`src/rtl/prim_buf.sv`:
```
// Opaque buffer used to keep otherwise-identical redundant banks from being
// merged by synthesis; technology libraries may replace this with a
// dont_touch cell.
module prim_buf #(
  parameter int unsigned Width = 1
) (
  input  logic [Width-1:0] in_i,
  output logic [Width-1:0] out_o
);

  assign out_o = in_i;

endmodule

```
`src/rtl/prim_sec_redundant_reg.sv`:
```
// Redundant (dual or triple) storage register with majority voting,
// mismatch detection, optional scrubbing, a saturating mismatch counter and
// a sticky alert.
module prim_sec_redundant_reg #(
  parameter int unsigned      Width          = 8,
  parameter logic [Width-1:0] ResetValue     = '0,
  parameter int unsigned      NumCopies      = 3,
  parameter bit               ScrubEn        = 1'b1,
  parameter int unsigned      CntWidth       = 4,
  parameter int unsigned      AlertThreshold = 3
) (
  input  logic                clk_i,
  input  logic                rst_i,
  input  logic                we_i,
  input  logic [Width-1:0]    d_i,
  input  logic [Width-1:0]    inj_mask_i,
  output logic [Width-1:0]    q_o,
  output logic                err_o,
  output logic [CntWidth-1:0] err_cnt_o,
  output logic                alert_o
);

  // Scrubbing only makes sense when a majority exists.
  localparam bit                DoScrub  = (NumCopies == 3) && ScrubEn;
  localparam logic [CntWidth-1:0] CntMax   = '1;
  localparam logic [CntWidth-1:0] AlertThr = CntWidth'(AlertThreshold);

  // Buffered bank outputs; all voting and comparison uses these.
  logic [NumCopies-1:0][Width-1:0] copy_buf;
  logic                            scrub;

  assign scrub = DoScrub && err_o && !we_i;

  for (genvar gi = 0; gi < NumCopies; gi++) begin : g_bank
    // Only copy 1 sees the injection mask, so a nonzero mask creates a
    // deliberate single-bank disagreement.
    localparam bit IsInj = (gi == 1);

    logic [Width-1:0] bank_d;
    logic [Width-1:0] bank_q;

    // Next bank value: write beats scrub, otherwise hold.
    always_comb begin
      bank_d = bank_q;
      if (we_i) begin
        bank_d = IsInj ? (d_i ^ inj_mask_i) : d_i;
      end else if (scrub) begin
        bank_d = q_o;
      end
    end

    // Bank storage with asynchronous reset to the reset value.
    always_ff @(posedge clk_i or posedge rst_i) begin
      if (rst_i) begin
        bank_q <= ResetValue;
      end else begin
        bank_q <= bank_d;
      end
    end

    prim_buf #(
      .Width (Width)
    ) u_buf (
      .in_i  (bank_q),
      .out_o (copy_buf[gi])
    );
  end

  if (NumCopies == 3) begin : g_vote3
    // Bitwise majority; any pairwise difference implies a disagreement
    // between copy 1 and one of the other two.
    assign q_o   = (copy_buf[0] & copy_buf[1]) |
                   (copy_buf[0] & copy_buf[2]) |
                   (copy_buf[1] & copy_buf[2]);
    assign err_o = (copy_buf[0] != copy_buf[1]) ||
                   (copy_buf[1] != copy_buf[2]);
  end else begin : g_vote2
    // No majority with two copies: copy 0 is authoritative.
    assign q_o   = copy_buf[0];
    assign err_o = (copy_buf[0] != copy_buf[1]);
  end

  logic [CntWidth-1:0] err_cnt_d, err_cnt_q;
  logic                alert_d, alert_q;

  // Saturating mismatch-cycle counter and sticky alert on the next count.
  always_comb begin
    err_cnt_d = err_cnt_q;
    if (err_o && (err_cnt_q != CntMax)) begin
      err_cnt_d = err_cnt_q + CntWidth'(1);
    end
    alert_d = alert_q || (err_cnt_d >= AlertThr);
  end

  // Counter and alert state; only reset clears them.
  always_ff @(posedge clk_i or posedge rst_i) begin
    if (rst_i) begin
      err_cnt_q <= '0;
      alert_q   <= 1'b0;
    end else begin
      err_cnt_q <= err_cnt_d;
      alert_q   <= alert_d;
    end
  end

  assign err_cnt_o = err_cnt_q;
  assign alert_o   = alert_q;

endmodule

```
`config.mk`:
```
export PLATFORM = sky130hd
export DESIGN_NAME = prim_sec_redundant_reg
export DESIGN_NICKNAME = d
export VERILOG_FILES = /design/src/rtl/prim_buf.sv /design/src/rtl/prim_sec_redundant_reg.sv
export SDC_FILE = /design/constraint.sdc
export NUM_CORES = 1
export LEC_CHECK = 0
export CAP_MARGIN = 20
export CORE_ASPECT_RATIO = 1.75
export CORE_MARGIN = 4
export CORE_UTILIZATION = 54
export CTS_BUF_LIST = sky130_fd_sc_hd__clkbuf_8
export DETAILED_ROUTE_END_ITERATION = 8
export PLACE_DENSITY = 0.94
export SYNTH_ARGS = -nofsm -noshare
export SYNTH_HDL_FRONTEND = slang
export SYNTH_SLANG_ARGS = --single-unit
```
`constraint.sdc`:
```
create_clock -name clk_i -period 3.4 [get_ports clk_i]
set_input_delay 0.68 -clock clk_i [delete_from_list [all_inputs] [get_ports clk_i]]
set_output_delay 0.68 -clock clk_i [all_outputs]
set_load 0.01 [all_outputs]
```
After elaboration in Yosys (flattened, before gate mapping)
Index checks and enable logic that the tools add are counted.

Reduce and logical (&&, ||, !) cells: 6. Bitwise gates (word level): 5. Add/sub/neg operators: 1. Mux-type cells: 4. Equal/unequal tests: 3. Magnitude comparators: 1.

Operator list (count): $mux 8 (3); $and 8x8->8 (2); $ne 8x8->1 (2); $or 8x8->8 (2); $xor 8x8->8 (1); $add 4x1->4 const B (1); $ge 4x2->1 const B (1); $mux 4 (1); $ne 4x4->1 const B (1); $logic_and 1x1->1 (2); $logic_or 1x1->1 (2); $reduce_bool 2->1 (1); $logic_not 1->1 (1).

Output and inout bits: 14. Logic and storage cells: 24. Flip-flop bits (word level): 21. Input port bits: 19.

Logic depth before layout (Yosys ltp)
Gate-level depths: netlist of the first run.

Depth after elaboration: 6. Mapped depth: 5. Gate-level depth less buffers: 4.

By module
Synthesis of the first run repeated with hierarchy kept, for this count alone.

Cell total of the unflattened synthesis: 157. Area total of the unflattened synthesis: 1542.7 sq um.

Modules (own cells, without submodules): prim_sec_redundant_reg (cells each 133, instances 1, area an instance 1362.6 sq um, seq. area each 525.5 sq um); prim_buf (cells each 8, instances 3, area an instance 60.1 sq um, seq. area each 0.0 sq um).

Least setup slack after synthesis of the first run
OpenSTA, ideal clock, no wires.

Path type: reg-to-output. Start: reg g_bank[0].bank_q[5]. End: out err_o. Data arrival time: 1.404 ns. Slack: 1.316 ns. Required time: 2.720 ns. Stages on the path, launching flop included: 5. Path buffers: 1. Cells stage by stage: dfrtp_1 -> ha_1 -> nor4_1 -> buf_2 -> nand2_1.

Cells in the longest elaborated chain, start to end: 2. Elaborated cells on any way between the ends: 3. Those cells by class: 2 x eq/ne; 1 x reduce/logical.

RTL lines: start, declared (RTL line prim_sec_redundant_reg.sv:40) `logic [Width-1:0] bank_q;`; start signal, assigned (RTL line prim_sec_redundant_reg.sv:55) `bank_q <= ResetValue;`; start signal, assigned (RTL line prim_sec_redundant_reg.sv:57) `bank_q <= bank_d;`; $ne 8x8->1 (on tied branches); $logic_or 1x1->1 (*) (RTL line prim_sec_redundant_reg.sv:75) `assign err_o = (copy_buf[0] != copy_buf[1]) ||`; end, declared (RTL line prim_sec_redundant_reg.sv:18) `output logic err_o,`.

Mark *: on every way between the ends. The rest lies on a longest branch, timed or not.

Worst setup path after layout of the first run
Same ends and word-level chain as after synthesis.

==> flow_metrics.env, run 1 <==
export IMPL_worst_endpoint_required_ns=2.72
export IMPL_dp_hpwl_mm=2.52
export IMPL_maxCapViolCount=0
export IMPL_antenna_found_initial=0
export IMPL_synthCells=141
export IMPL_critPathCaptureType="output port"
export IMPL_layout_commonest_cell="clkdlybuf4s50_1"
export IMPL_grt_busiest_layer="met2"
export IMPL_wl_per_cell_um=17.0
export IMPL_cts_hold_buf=0
export IMPL_use_met3_pct=2.70
export IMPL_r2r_slack_ns=1.26
export IMPL_combPwrFrac_pct=41.2
export IMPL_vdd_drop_max_mv=0.399
export IMPL_syn_avg_cell_area_um2=9.36
export IMPL_fin_crit_sh_pct=82.5
export IMPL_root_buffer="clkbuf_8"
export IMPL_drt_pass1_iter_count=4
export IMPL_ys_seq_elements=21
export IMPL_ys_seq_area_share_pct=39.8
export IMPL_rr_worst_depth=4
export IMPL_cts_max_level=1
export IMPL_core_um2=2300
export IMPL_ys_async_sr_fraction_pct=100
export IMPL_synthesis_nets=169
export IMPL_p_int_uw=574
export IMPL_p_sw_uw=311
export IMPL_hold_class="flip-flop to flip-flop"
export IMPL_grt_setup_unrepaired="false"
export IMPL_grt_pass1_vias=1204
export IMPL_first_iter_violations=43
export IMPL_min_to="g_bank[0].bank_q[1]$_DFFE_PP0P_"
export IMPL_crit_type="flip-flop to output port"
export IMPL_cts_tree="yes"
export IMPL_arrival_ns=2.13
export IMPL_placement_rows=23
export IMPL_dieArea_um2=3330
export IMPL_worst_pin_slew_ns=0.803
export IMPL_grt_pass1_wl_mm=5.26
export IMPL_fin_ws_ns=0.594
export IMPL_path_clk_slew_ns=0.07
export IMPL_worst_hold_startpoint="g_bank[0].bank_q[1]$_DFFE_PP0P_"
export IMPL_power_frac_clock_pct=18.0
export IMPL_drive_above_1_share_pct=6.36
export IMPL_seq_power_share_pct=40.8
export IMPL_antenna_cells=0
export IMPL_ys_warn_count=0
export IMPL_syn_to_final_growth_pct=28.9
export IMPL_dp_slack_ns=0.936
export IMPL_outcome="finished clean"
export IMPL_synth_area_leaders="dfrtp_1 (40%), ha_1 (8.5%), nor2_1 (7.1%), a32oi_1 (6.0%), xnor2_1 (6.0%)"
export IMPL_synth_cell_types=27
export IMPL_min_period_ns=2.81
export IMPL_initial_core_util_pct=57.3
export IMPL_ios=33
export IMPL_totalWireLength_mm=3.36
export IMPL_final_cell_mix="clkdlybuf4s50_1 (32), nor2_1 (25), dfrtp_1 (21), inv_1 (11)"
export IMPL_postCtsSetupRepairBufs=0
export IMPL_grtUsageMet1_pct=23.3
export IMPL_routed_via_density=6.04
export IMPL_p_leak_uw=0.000669
export IMPL_rr_startpoint="g_bank[0].bank_q[0]$_DFFE_PP0P_"
export IMPL_fmax_mhz=356
export IMPL_fin_skew_ns=0.00137
export IMPL_cts_sinks=21
export IMPL_track_usage_pct=21.7
export IMPL_worstSetupStartpoint="g_bank[0].bank_q[5]$_DFFE_PP0P_"
export IMPL_final_nets=202
export IMPL_clk_path_buf_depth=2
export IMPL_worstHoldPathCells=2
export IMPL_regToRegEndpoint="err_cnt_o[3]$_DFF_PP0_"
export IMPL_slew_viol_final=0
export IMPL_synth_largest_area_cell="dfrtp_1"
export IMPL_die_w_um=45.4
export IMPL_p_per_area_nw_per_um2=520
export IMPL_grt_max_degree=22
export IMPL_cts_buffers=3
export IMPL_overflow=0
export IMPL_path_max_fanout=3
export IMPL_grt_use_met2_pct=39.1
export IMPL_maxSlewHeadroom_pct=46.4
export IMPL_netlist_area_leader_share_pct=39.8
export IMPL_critical_path_startpoint_type="flip-flop"
export IMPL_tns_ns=0
export IMPL_port_buffers=32
export IMPL_drtAntennaViolNets=0
export IMPL_setup_violations=0
export IMPL_synthFlopType="dfrtp_1"
export IMPL_vias=1195
export IMPL_die_h_um=73.4
export IMPL_synth_edf_count=0
export IMPL_switching_share_pct=35.2
export IMPL_worstSkewPairLatency_ns=0.26
export IMPL_route_detailed_drc=0
export IMPL_finalHoldViolCount=0
export IMPL_syn_area_um2=1320
export IMPL_cts_resized=0
export IMPL_place_congestion=0.803
-- power groups by stage --
stage	Clock, µW	Combinational [µW]	Sequential (µW)
finish	160	364	361
global route	173	400	364
CTS	162	366	358
detailed placement	0	363	362
global placement	0	346	356
floorplan	0	215	359
-- layer usage --
metal,share of wire [%],wire length (µm)
met5,0,0
met4,2.1,72
met3,4.0,133
met2,58,1960
met1,35,1190
-- cell usage after synthesis, types with 3 or more instances --
master / number
clkbuf_1: 3
o21ai_0: 8
a32oi_1: 9
ha_1: 9
xnor2_1: 9
buf_2: 3
inv_1: 10
a21oi_1: 9
nor2_1: 25
nor2b_1: 8
dfrtp_1: 21
a21boi_0: 9
-- critical path: stages (launching register included) --
cell and delay, ns:
dfrtp_1 0.40, ha_1 0.32, nor4_1 0.47, nand2_1 0.16, clkdlybuf4s50_1 0.52
-- kinds of logic after synthesis --
family          Yosys count  share of synthesized area, %
mux                       3                          2.84
fa+ha+maj                 9                          8.53
flops                    21                          39.8
buf+inv                  17                          5.69
xor+xnor                  9                          5.97
compound gates           41                          22.2
simple gates             41                          15.0
-- per-stage QoR --
stage	cell area (µm²)	utilization [%]	hold slack [ns]	total power, µW	instances
floorplan	1320	-	0.542	574	141
global placement	1660	72.0	0.560	703	194
detailed placement	1660	72.0	0.587	726	194
CTS	1700	73.9	0.598	887	198
global route	1700	73.9	0.620	937	198
finish	1700	73.9	0.597	885	198
-- registers in the layout, summed over array words and instances, names as in the netlist --
name	flops
alert_o	1
g_bank.bank_q	16
err_cnt_o	4
-- how the worst max path moves through the flow --
stage	endpoint	cells after the start
after floorplan	err_o	4
after CTS	err_o	4
after detailed placement	err_o	4
after global routing	err_o	4
final	err_o	4
after global placement	g_bank[1].bank_q[5]$_DFFE_PP0P_	3
-- final cells by class --
| type | count | area [µm²] |
|---|---|---|
| Sequential cell | 21 | 526 |
| Fill cell | 165 | 601 |
| Clock inverter | 1 | 3.75 |
| Tap cell | 25 | 31.3 |
| Inverter | 10 | 37.5 |
| Multi-Input combinational cell | 103 | 719 |
| Timing Repair Buffer | 35 | 343 |
| Clock buffer | 3 | 41.3 |
Note: power is estimated with default switching activity, not from simulation.
==> inputs of run 2 (changes only) <==
--- a/config.mk
+++ b/config.mk
@@ -8,10 +8,10 @@
 export CAP_MARGIN = 20
 export CORE_ASPECT_RATIO = 1.75
 export CORE_MARGIN = 4
-export CORE_UTILIZATION = 54
+export CORE_UTILIZATION = 50
 export CTS_BUF_LIST = sky130_fd_sc_hd__clkbuf_8
 export DETAILED_ROUTE_END_ITERATION = 8
-export PLACE_DENSITY = 0.94
+export PLACE_DENSITY = 0.88
 export SYNTH_ARGS = -nofsm -noshare
 export SYNTH_HDL_FRONTEND = slang
 export SYNTH_SLANG_ARGS = --single-unit
==> constraint.sdc (replaced) <==
create_clock -name clk_i -period 2.9 [get_ports clk_i]
set_input_delay 0.58 -clock clk_i [delete_from_list [all_inputs] [get_ports clk_i]]
set_output_delay 0.58 -clock clk_i [all_outputs]
set_load 0.01 [all_outputs]
==> flow_metrics.env, run 2 (same netlist as run 1, synthesis figures left out) <==
export IMPL_outcome="finished clean"
export IMPL_register_area_um2=526
export IMPL_totalWireLength_mm=3.06
export IMPL_routed_via_density=5.92
export IMPL_initial_core_util_pct=52.3
export IMPL_cts_tree="yes"
export IMPL_min_period_ns=2.67
export IMPL_dp_slack_ns=0.548
export IMPL_p_total_uw=1030
export IMPL_path_clk_slew_ns=0.08
export IMPL_fin_crit_sh_pct=92.1
export IMPL_largest_reg_flops=16
export IMPL_p_leak_uw=0.000667
export IMPL_vdd_drop_max_mv=0.558
export IMPL_setup_violations=0
export IMPL_path_max_fanout=3
export IMPL_worst_pin_slew_ns=0.800
export IMPL_r2r_slack_ns=0.77
export IMPL_place_congestion=0.742
export IMPL_whs_ns=0.595
export IMPL_top_register="g_bank.bank_q"
export IMPL_placement_rows=24
export IMPL_ios=33
export IMPL_cts_hold_buf=0
export IMPL_layout_commonest_cell="clkdlybuf4s50_1"
export IMPL_fill_cells=190
export IMPL_drtAntennaViolNets=0
export IMPL_wl_met1_mm=1.20
export IMPL_switching_share_pct=34.8
export IMPL_hold_class="flip-flop to flip-flop"
export IMPL_seq_power_share_pct=40.7
export IMPL_syn_to_final_growth_pct=29.1
export IMPL_drt_pass1_iter_count=6
export IMPL_fin_cells=199
export IMPL_finalHoldViolCount=0
export IMPL_grt_setup_unrepaired="false"
export IMPL_p_sw_uw=360
export IMPL_highest_layer="met4"
export IMPL_dp_hpwl_mm=2.31
export IMPL_combPwrFrac_pct=40.5
export IMPL_grt_pass1_wl_mm=5.38
export IMPL_maxSlewHeadroom_pct=46.6
export IMPL_overflow=0
export IMPL_final_nets=202
export IMPL_cts_max_level=1
export IMPL_wl_met3_um=134
export IMPL_port_buffers=32
export IMPL_track_usage_pct=20.1
export IMPL_wl_per_cell_um=15.4
export IMPL_root_buffer="clkbuf_8"
export IMPL_antenna_cells=0
export IMPL_fin_skew_ns=0.00165
export IMPL_die_w_um=46.8
export IMPL_tns_ns=0
export IMPL_postCtsSetupRepairBufs=0
export IMPL_die_h_um=76.0
export IMPL_cts_buffers=3
export IMPL_dieArea_um2=3560
export IMPL_worstSkewPairLatency_ns=0.26
export IMPL_first_iter_violations=45
export IMPL_core_um2=2520
export IMPL_grt_pass1_vias=1211
export IMPL_critPathCaptureType="output port"
export IMPL_fin_ws_ns=0.228
export IMPL_drive_above_1_share_pct=6.94
export IMPL_grt_max_degree=33
export IMPL_multi_input_area_um2=719
export IMPL_met2_length_mm=1.69
export IMPL_clk_path_buf_depth=2
export IMPL_power_frac_clock_pct=18.8
export IMPL_p_int_uw=673
export IMPL_critical_path_startpoint_type="flip-flop"
export IMPL_cts_sinks=21
export IMPL_crit_type="flip-flop to output port"
export IMPL_antenna_found_initial=0
export IMPL_p_per_area_nw_per_um2=606
export IMPL_vias=1178
export IMPL_route_detailed_drc=0
export IMPL_worst_endpoint_required_ns=2.32
export IMPL_maxCapViolCount=0
export IMPL_slew_viol_final=0
export IMPL_cts_resized=0
export IMPL_fmax_mhz=374
export IMPL_arrival_ns=2.09
export IMPL_final_cell_mix="clkdlybuf4s50_1 (32), nor2_1 (25), dfrtp_1 (21), inv_1 (10)"
export IMPL_placedCellCount=195
-- run 2: cell types whose count changed in the layout (fill, tap and decap cells not counted) --
| cell | change |
|---|---|
| clkinv_2 | +1 |
| inv_1 | -1 |
-- run 2: cell type report --
class	count	area share, %
multi-input cells	103	42.2
well taps	26	1.91
clock buffers	3	2.42
clock inverters	1	0.294
inverters	10	2.20
repair buffers	35	20.1
flip-flops and latches	21	30.8
-- run 2: power by group through the flow --
stage	clock [µW]	sequential (µW)	combinational, µW
2_1_floorplan	0	421	252
3_3_place_gp	0	420	408
3_5_place_dp	0	425	419
4_1_cts	199	420	422
5_1_grt	213	431	471
6_report	194	420	419
-- run 2: critical path, cell delays in order (launching register included) --
cell and delay, ns:
dfrtp_1 0.40, ha_1 0.34, nor4_1 0.43, nand2_1 0.15, clkdlybuf4s50_1 0.51
-- run 2: per-stage QoR --
stage | utilization [%] | instance area [µm²]
2_1_floorplan | - | 1320
3_3_place_gp | 65.7 | 1660
3_5_place_dp | 65.7 | 1660
4_1_cts | 67.6 | 1700
5_1_grt | 67.6 | 1700
6_report | 67.6 | 1700
-- run 2: metal layers --
layer  GRT usage, %  up-vias
li1               -      563
met4           8.03        0
met1           24.2      572
met2           32.4       35
met5              0        -
met3           5.20        8
-- run 2: path summary, 6_finish.rpt --
kind	start	end	cells past startpoint
max	g_bank[0].bank_q[4]$_DFFE_PP0P_	err_o	4
min	g_bank[0].bank_q[7]$_DFFE_PP0P_	g_bank[0].bank_q[7]$_DFFE_PP0P_	2
max reg2reg	g_bank[0].bank_q[1]$_DFFE_PP0P_	err_cnt_o[3]$_DFF_PP0_	4
min reg2reg	g_bank[0].bank_q[7]$_DFFE_PP0P_	g_bank[0].bank_q[7]$_DFFE_PP0P_	2
max in group asynchronous	rst_i	g_bank[1].bank_q[4]$_DFFE_PP0P_	2
min in group asynchronous	rst_i	err_cnt_o[0]$_DFF_PP0_	2
